**config.mk**
```make
export PLATFORM = sky130hd
export DESIGN_NAME = scaled_frame_printer
export DESIGN_NICKNAME = d
export VERILOG_FILES = /design/src/rtl/scaled_frame_printer.sv
export SDC_FILE = /design/constraint.sdc
export NUM_CORES = 1
export LEC_CHECK = 0
export CAP_MARGIN = 0
export CORE_MARGIN = 10
export CORE_UTILIZATION = 30
export CTS_BUF_LIST = sky130_fd_sc_hd__clkbuf_16
export CTS_CLUSTER_SIZE = 14
export DETAILED_ROUTE_END_ITERATION = 10
export GPL_TIMING_DRIVEN = 0
export SKIP_LAST_GASP = 1
export SYNTH_ARGS = -nofsm -noshare
export SYNTH_HDL_FRONTEND = slang
export SYNTH_SLANG_ARGS = --single-unit
```
**constraint.sdc**
```tcl
create_clock -name vga_clk -period 2.5 [get_ports vga_clk]
set_input_delay 0.25 -clock vga_clk [delete_from_list [all_inputs] [get_ports vga_clk]]
set_output_delay 0.25 -clock vga_clk [all_outputs]
set_load 0.02 [all_outputs]
```
**src/rtl/scaled_frame_printer.sv**
```systemverilog
// scaled_frame_printer: places a SCALE x SCALE replicated framebuffer image
// in the VGA active area, with optional border and grayscale/RGB332 decode.
module scaled_frame_printer #(
    parameter int          X_START     = 170,
    parameter int          Y_START     = 90,
    parameter int          IMG_W       = 300,
    parameter int          IMG_H       = 300,
    parameter int          SCALE       = 1,
    parameter int          ADDR_W      = 17,
    parameter int          BASE_ADDR   = 324,
    parameter int          MEM_LATENCY = 1,
    parameter int          BORDER_W    = 0,
    parameter logic [23:0] BORDER_RGB  = 24'hFFFFFF
) (
    input  logic              vga_clk,
    input  logic              rst,
    input  logic              video_on,
    input  logic              hsync_in,
    input  logic              vsync_in,
    input  logic [9:0]        pixel_x,
    input  logic [9:0]        pixel_y,
    input  logic              color_mode,
    input  logic [7:0]        color,
    output logic [ADDR_W-1:0] address,
    output logic [7:0]        red,
    output logic [7:0]        green,
    output logic [7:0]        blue,
    output logic              hsync_out,
    output logic              vsync_out
);

    localparam int X_END = X_START + IMG_W * SCALE;
    localparam int Y_END = Y_START + IMG_H * SCALE;
    localparam int DEPTH = MEM_LATENCY + 1;
    localparam int CNT_W = (SCALE > 1) ? $clog2(SCALE) : 1;

    localparam logic [CNT_W-1:0]  CNT_LAST = CNT_W'(SCALE - 1);
    localparam logic [CNT_W-1:0]  CNT_ONE  = (SCALE > 1) ? CNT_W'(1) : '0;
    localparam logic [ADDR_W-1:0] BASE     = ADDR_W'(BASE_ADDR);
    localparam logic [ADDR_W-1:0] ROW_STEP = ADDR_W'(IMG_W);

    typedef struct packed {
        logic video_on;
        logic in_frame;
        logic in_border;
        logic mode;
        logic hsync;
        logic vsync;
    } tag_t;

    logic signed [31:0] px, py;
    logic in_frame, in_win, in_border;
    logic frame_start, line_first, line_last, track;

    logic [ADDR_W-1:0] address_q, address_d;
    logic [ADDR_W-1:0] line_base_q, line_base_d;
    logic [ADDR_W-1:0] cur_base;
    logic [CNT_W-1:0]  col_cnt_q, col_cnt_d;
    logic [CNT_W-1:0]  row_cnt_q, row_cnt_d;
    logic [CNT_W-1:0]  cur_row;
    logic              armed_q, armed_d;

    tag_t [DEPTH-1:0] tag_q, tag_d;
    tag_t             tag_in, tag_out;

    logic [7:0] red_q, red_d;
    logic [7:0] green_q, green_d;
    logic [7:0] blue_q, blue_d;
    logic       hsync_q, hsync_d;
    logic       vsync_q, vsync_d;

    assign px = {22'd0, pixel_x};
    assign py = {22'd0, pixel_y};

    // Window decode for the current raster position
    always_comb begin
        in_frame    = (px >= X_START) && (px < X_END) &&
                      (py >= Y_START) && (py < Y_END);
        in_win      = (px >= X_START - BORDER_W) && (px < X_END + BORDER_W) &&
                      (py >= Y_START - BORDER_W) && (py < Y_END + BORDER_W);
        in_border   = in_win && !in_frame;
        frame_start = (px == X_START) && (py == Y_START);
        line_first  = (px == X_START);
        line_last   = (px == X_END - 1);
    end

    // Incremental address walk; frame origin reloads everything
    always_comb begin
        address_d   = address_q;
        line_base_d = line_base_q;
        col_cnt_d   = col_cnt_q;
        row_cnt_d   = row_cnt_q;
        armed_d     = armed_q | frame_start;
        track       = in_frame && armed_d;
        cur_base    = frame_start ? BASE : line_base_q;
        cur_row     = frame_start ? '0 : row_cnt_q;
        if (frame_start) begin
            line_base_d = BASE;
            row_cnt_d   = '0;
        end
        if (track) begin
            if (line_first) begin
                address_d = cur_base;
                col_cnt_d = CNT_ONE;
            end else if (col_cnt_q == '0) begin
                address_d = address_q + ADDR_W'(1);
                col_cnt_d = CNT_ONE;
            end else if (col_cnt_q == CNT_LAST) begin
                col_cnt_d = '0;
            end else begin
                col_cnt_d = col_cnt_q + CNT_W'(1);
            end
            if (line_last) begin
                if (cur_row == CNT_LAST) begin
                    line_base_d = cur_base + ROW_STEP;
                    row_cnt_d   = '0;
                end else begin
                    line_base_d = cur_base;
                    row_cnt_d   = cur_row + CNT_W'(1);
                end
            end
        end
    end

    // Pixel tags ride alongside the RAM read latency
    always_comb begin
        tag_in           = '0;
        tag_in.video_on  = video_on;
        tag_in.in_frame  = track;
        tag_in.in_border = in_border;
        tag_in.mode      = color_mode;
        tag_in.hsync     = hsync_in;
        tag_in.vsync     = vsync_in;
        tag_d            = {tag_q[DEPTH-2:0], tag_in};
        tag_out          = tag_q[DEPTH-1];
    end

    // Final colour select: blank, image, border, background
    always_comb begin
        red_d   = 8'd0;
        green_d = 8'd0;
        blue_d  = 8'd0;
        hsync_d = tag_out.hsync;
        vsync_d = tag_out.vsync;
        if (!tag_out.video_on) begin
            red_d = 8'd0;
        end else if (tag_out.in_frame && !tag_out.mode) begin
            red_d   = color;
            green_d = color;
            blue_d  = color;
        end else if (tag_out.in_frame) begin
            red_d   = {color[7:5], color[7:5], color[7:6]};
            green_d = {color[4:2], color[4:2], color[4:3]};
            blue_d  = {4{color[1:0]}};
        end else if (tag_out.in_border) begin
            red_d   = BORDER_RGB[23:16];
            green_d = BORDER_RGB[15:8];
            blue_d  = BORDER_RGB[7:0];
        end
    end

    // State registers
    always_ff @(posedge vga_clk or posedge rst) begin
        if (rst) begin
            address_q   <= BASE;
            line_base_q <= '0;
            col_cnt_q   <= '0;
            row_cnt_q   <= '0;
            armed_q     <= 1'b0;
            tag_q       <= '0;
            red_q       <= 8'd0;
            green_q     <= 8'd0;
            blue_q      <= 8'd0;
            hsync_q     <= 1'b0;
            vsync_q     <= 1'b0;
        end else begin
            address_q   <= address_d;
            line_base_q <= line_base_d;
            col_cnt_q   <= col_cnt_d;
            row_cnt_q   <= row_cnt_d;
            armed_q     <= armed_d;
            tag_q       <= tag_d;
            red_q       <= red_d;
            green_q     <= green_d;
            blue_q      <= blue_d;
            hsync_q     <= hsync_d;
            vsync_q     <= vsync_d;
        end
    end

    assign address   = address_q;
    assign red       = red_q;
    assign green     = green_q;
    assign blue      = blue_q;
    assign hsync_out = hsync_q;
    assign vsync_out = vsync_q;

endmodule

```
# --- Word level (Yosys, flattened, before mapping) ---
# Index checks and enable logic that the tools add are counted.
totals:
  reg_bits: 73
  latch_bits: 0
  in_bits: 34
  memories: 0
  mem_bits_rw: 0
  mem_bits_ro: 0
  word_cells: 62
  output_inout_bits: 43
classes:
  magnitude_cmp: 4
  add_sub_neg: 4
  n_reduce_logical: 8
  n_mux: 21
  n_shift: 0
  eq_ne: 4
  bitwise_logic: 1
  div: 0
  n_mul: 0
ops:
  columns: ["operator", "n"]
  rows:
  - ["$mux 17", 6]
  - ["$mux 8", 9]
  - ["$lt 10x9->1 const B", 2]
  - ["$add 17x1->17 const B", 1]
  - ["$add 17x9->17 const B", 1]
  - ["$eq 10x10->1 const B", 1]
  - ["$eq 10x8->1 const B", 1]
  - ["$eq 10x9->1 const B", 1]
  - ["$ge 10x7->1 const B", 1]
  - ["$ge 10x8->1 const B", 1]
  - ["$logic_and 1x1->1", 6]
  - ["$mux 1", 6]
  - ["$add 1x1->1 const B", 2]
  - ["$ne 2x2->1 const B", 1]
  - ["$reduce_and 2->1", 1]
  - ["$logic_not 1->1", 1]
  - ["$or 1x1->1", 1]

# --- Longest topological paths before layout ---
depth:
  word_depth: 7
  depth_mapped: 13
  ltp_nobuf: 11

# --- Least setup slack after synthesis ---
# OpenSTA, ideal clock, no wires.
synth_timing:
  kind: "input to register"
  start: "in pixel_y[2]"
  end: "reg line_base_q[16]"
  required_time_ns: 2.380
  n_path_buf: 0
  t_arrival_ns: 2.881
  setup_ns: 0.120
  setup_slack_ns: -0.501
  stages: 11
  cell_sequence: "or4b_1 > or3_1 > nor2_1 > nor2_1 > ha_1 > nand2b_1 > a21oi_1 > o21ai_0 > nor4_1 > a21oi_1 > a31o_2"
synth_via:
  elab_chain_cells: 7
  elab_cells_between_ends: 14
  classes_between: "add/sub (1); order compare (2); eq/ne (1); mux (5); bitwise (1); reduce/logical (4)"
synth_lines:
  columns: ["element", "line_no", "source"]
  rows:
  - ["start, declared", "21", "input logic [9:0] pixel_y,"]
  - ["$eq 10x8->1", "82", "frame_start = (px == X_START) && (py == Y_START);"]
  - ["$logic_and 1x1->1", "82", null]
  - ["$mux 17", "95, 97", null]
  - ["$add 17x9->17", "115", "line_base_d = cur_base + ROW_STEP;"]
  - ["$mux 17", "114", "if (cur_row == CNT_LAST) begin"]
  - ["$mux 17", "113", "if (line_last) begin"]
  - ["$mux 17 (*)", "101", "if (track) begin"]
  - ["named net line_base_d[16]", "56", "logic [ADDR_W-1:0] line_base_q, line_base_d;"]
  - ["end signal, assigned", "178", "line_base_q <= line_base_d;"]
  - ["end, declared", "56", null]
# Mark *: on every way through the listed nets, which the timed path passes. The rest lies on a longest branch.
# A chain may end at the register's enable or synchronous reset.

# --- Worst setup path in the final report ---
layout_timing:
  start: "in pixel_y[2]"
  end: "reg line_base_q[6]"
# Same word-level chain as after synthesis.

==> results.yml <==
outcome:
  outcome: "finished, final reports clean"
power:
  p_sw_w: 0.0008430
  power_w: 0.002968
  clockPowerShare_pct: 41.7
  p_seq_share_pct: 43.8
  leakage_nw: 2.095
  internal-power_w: 0.002125
  vdd_drop_max_mv: 0.3119
  combPwrFrac_pct: 14.5
  powerDensity_nw_per_um2: 617.3
  switching_share_pct: 28.40
synth:
  synth_edf_count: 0
  synth_warnings: 0
  synth_cell_types: 50
  synth_ff_type: "dfrtp_1"
  syn_inst: 353
  synth-seq-cells: 72
  synth_area_um2: 3327
  syn_nets: 389
  seq_area_frac_synth_pct: 54.27
  postSynthAreaPerCell_um2: 9.425
  async_flop_share_pct: 100.0
detailed_routing:
  detail_route.wl_per_cell_um: 15.98
  drt-total-wl_um: 9527
  first_pass_iters: 4
  route.vias.total: 3078
  route.detailed.drc: 0
  vias_per_cell: 5.164
  drtAntennaViolNets: 0
  drtIter0Drc: 287
setup_path:
  cp_max_fo: 3
  reg2reg_depth: 7
  rr_startpoint: "address[0]$_DFFE_PP0N_"
  critPathCaptureType: "register"
  r2r_slack_ps: 340
  cp.required_ps: 2720
  worstSetupPathType: "in2reg"
  worst_ep_arrival_time_ps: 2620
  reg2reg_to: "address[14]$_DFFE_PP0N_"
  startpoint_type: "input pin"
timing:
  worstMarginPinSlew_ps: 880.8
  period_share_pct: 95.82
  hold_viol: 0
  fmax_ghz: 0.4174
  slew_viol_final: 0
  relSlewSlack_pct: 41.28
  final.setup_skew_ps: 8.167
  tns_ps: 0
  setup_viol: 0
  finalCriticalPeriod_ps: 2396
  rsz0062_at_grt: "yes"
global_routing:
  grt_pass1_wl_um: 15850
  grtUsageTotal_pct: 11.95
  first_global_vias: 3081
  grt_max_degree: 73
  grt-ovfl-total: 0
  antenna_found_initial: 0
cells_and_area:
  nets: 487
  multi_input_area_um2: 1590
  drive_above_1_share_pct: 14.69
  area_growth_pct: 44.53
  num_antenna_cells: 0
  regArea_um2: 1805
  fin_util_pct: 44.36
  fill_cells: 1074
placement:
  gp_routability_congestion: 0.8439
  numPortBuffers: 76
  hpwlAfterDp_um: 7097
die:
  die_width_um: 125.3
  fp-row-count: 38
  io_pins: 77
  initial_core_util_pct: 30.69
  coreArea_um2: 10840
  die_y_um: 125.3
  die-area_um2: 15700
clock_network:
  clock_path_buffers: 2
  cts_tree: "yes"
  cts.htree.levels: 3
  clock-sinks: 72
  worstSkewPairLatency_ps: 340
  root_buffer: "clkbuf_16"
  numCtsBuffers: 9
  clkTransAtPathRegs_ps: 70
worst_hold_path:
  min_to: "tag_out[5]$_DFF_PP0_"
  whs_path_depth: 0
  hold_class: "reg2reg"
  worstHoldStart: "tag_d[11]$_DFF_PP0_"
flow_run:
  maxCapViolCount: 0
-- worst max-delay path by stage --
stage | depth (start not counted) | endpoint | slack (ps) | from
2_1_floorplan | 10 | line_base_q[14]$_DFF_PP0_ | -20 | pixel_y[2]
3_3_place_gp | 14 | line_base_q[16]$_DFF_PP0_ | -920 | pixel_x[9]
3_5_place_dp | 14 | line_base_q[16]$_DFF_PP0_ | -970 | pixel_x[9]
4_1_cts | 12 | line_base_q[16]$_DFF_PP0_ | -10 | pixel_x[9]
5_1_grt | 10 | line_base_q[6]$_DFF_PP0_ | -20 | pixel_x[8]
6_report | 10 | line_base_q[6]$_DFF_PP0_ | 100 | pixel_y[2]
-- final cells by class --
type | count | share of cell area, %
clock inverter | 7 | 1.327
clock buffer | 9 | 4.684
sequential | 72 | 37.55
multi-input combinational | 258 | 33.07
timing repair buffer | 89 | 17.88
inverter | 9 | 0.7546
buffer | 12 | 1.093
tap | 140 | 3.643
-- synthesized netlist by cell type, drive strengths merged (2+ instances only) --
cell type	instances	area (um^2)
o31ai	4	30.03
nor4	8	50.05
nand2b	9	56.30
nand2	57	216.5
nor3	11	66.32
a31oi	9	56.30
nor2	17	63.81
nand4	2	12.51
dfrtp	69	1727
clkbuf	12	45.04
or4b	2	23.77
buf	2	10.01
and2	3	18.77
a21o	3	22.52
inv	9	33.78
nand3b	3	22.52
ha	2	25.02
dfstp	3	78.83
nand3	13	65.06
a22o	2	17.52
xnor2	4	35.03
or3	4	25.02
or4	3	22.52
a31o	2	17.52
a21oi	52	260.3
o21bai	2	15.01
o32ai	2	17.52
and3	10	62.56
o21ai	18	90.08
-- layer usage --
metal / vias up / global-route usage (%) / wire length (um)
li1: 1476 / - / -
met1: 1476 / 15.29 / 4384
met2: 118 / 19.13 / 4442
met3: 8 / 3.422 / 614
met4: 0 / 3.591 / 86
met5: - / 0 / 0
-- power groups by stage --
stage          clock network, W  logic (W)  registers (W)
2_1_floorplan                 0   0.000148        0.00136
3_3_place_gp                  0   0.000420        0.00132
3_5_place_dp                  0   0.000428        0.00132
4_1_cts                 0.00126   0.000431        0.00130
5_1_grt                 0.00133   0.000467        0.00131
6_report                0.00124   0.000429        0.00130
-- per-stage QoR --
stage / hold WS (ps) / setup slack, ps / instances / area, um^2
finish: 340.8 / 104.4 / 596 / 4808
global route: 335.9 / -23.49 / 596 / 4808
CTS: 337.4 / -10.02 / 593 / 4725
detailed placement: 336.2 / -968.7 / 569 / 4313
global placement: 335.1 / -922.4 / 569 / 4310
floorplan: 281.4 / -16.47 / 353 / 3374
-- placed cells by master (no fill, tap or decap), drive strengths merged, types with 2 or more instances in the layout --
master,synthesis,layout
nor4,8,8
clkdlybuf4s15,0,3
nor3,11,11
nand2,57,57
a21oi,52,52
o31ai,4,4
a31o,2,2
nor2,17,17
nand3b,3,3
and2,3,3
ha,2,2
nand4,2,2
dfstp,3,3
a21o,3,3
and3,10,10
inv,9,13
nand2b,9,9
o21bai,2,2
or3,4,4
nand3,13,13
a31oi,9,9
or4b,2,2
a22o,2,2
o21ai,18,18
buf,2,14
or4,3,3
dlygate4sd2,0,3
dlymetal6s2s,0,2
clkinvlp,0,2
clkdlybuf4s50,0,68
o32ai,2,2
clkbuf,12,20
xnor2,4,4
dfrtp,69,69
-- kinds of logic after synthesis --
group / synth area share [%]
AO/OA/AOI/OAI: 18.17
XOR/XNOR: 1.316
adder cells (fa/ha/maj): 0.7520
buffers and inverters: 2.670
flip-flops: 54.27
multiplexers: 0.3009
AND/OR/NAND/NOR: 22.53
-- registers in the layout, summed over array words and instances, names as in the netlist --
name / count
red: 8
vsync_out: 1
line_base_q: 17
green: 8
tag_out: 3
armed_q: 1
address: 17
tag_d: 5
hsync_d: 1
blue: 8
hsync_out: 1
vsync_d: 1
row_cnt_q: 1
-- timing repair --
item,4_1_cts,5_1_grt
endpoints found under the setup margin,25,20
gates resized for setup,20,15
hold endpoints to repair,0,0
pin swaps,12,6
buffers inserted,10,3
hold buffers,0,0
-- critical path: stages --
cell	delay (ps)
clkdlybuf4s15_1	200
or4b_4	520
or3_4	370
nor2_4	120
nor2_4	60
ha_4	150
nand2b_4	150
a2111oi_0	530
xnor2_1	190
nand2_1	70
Note: power is estimated with default switching activity, not from simulation.
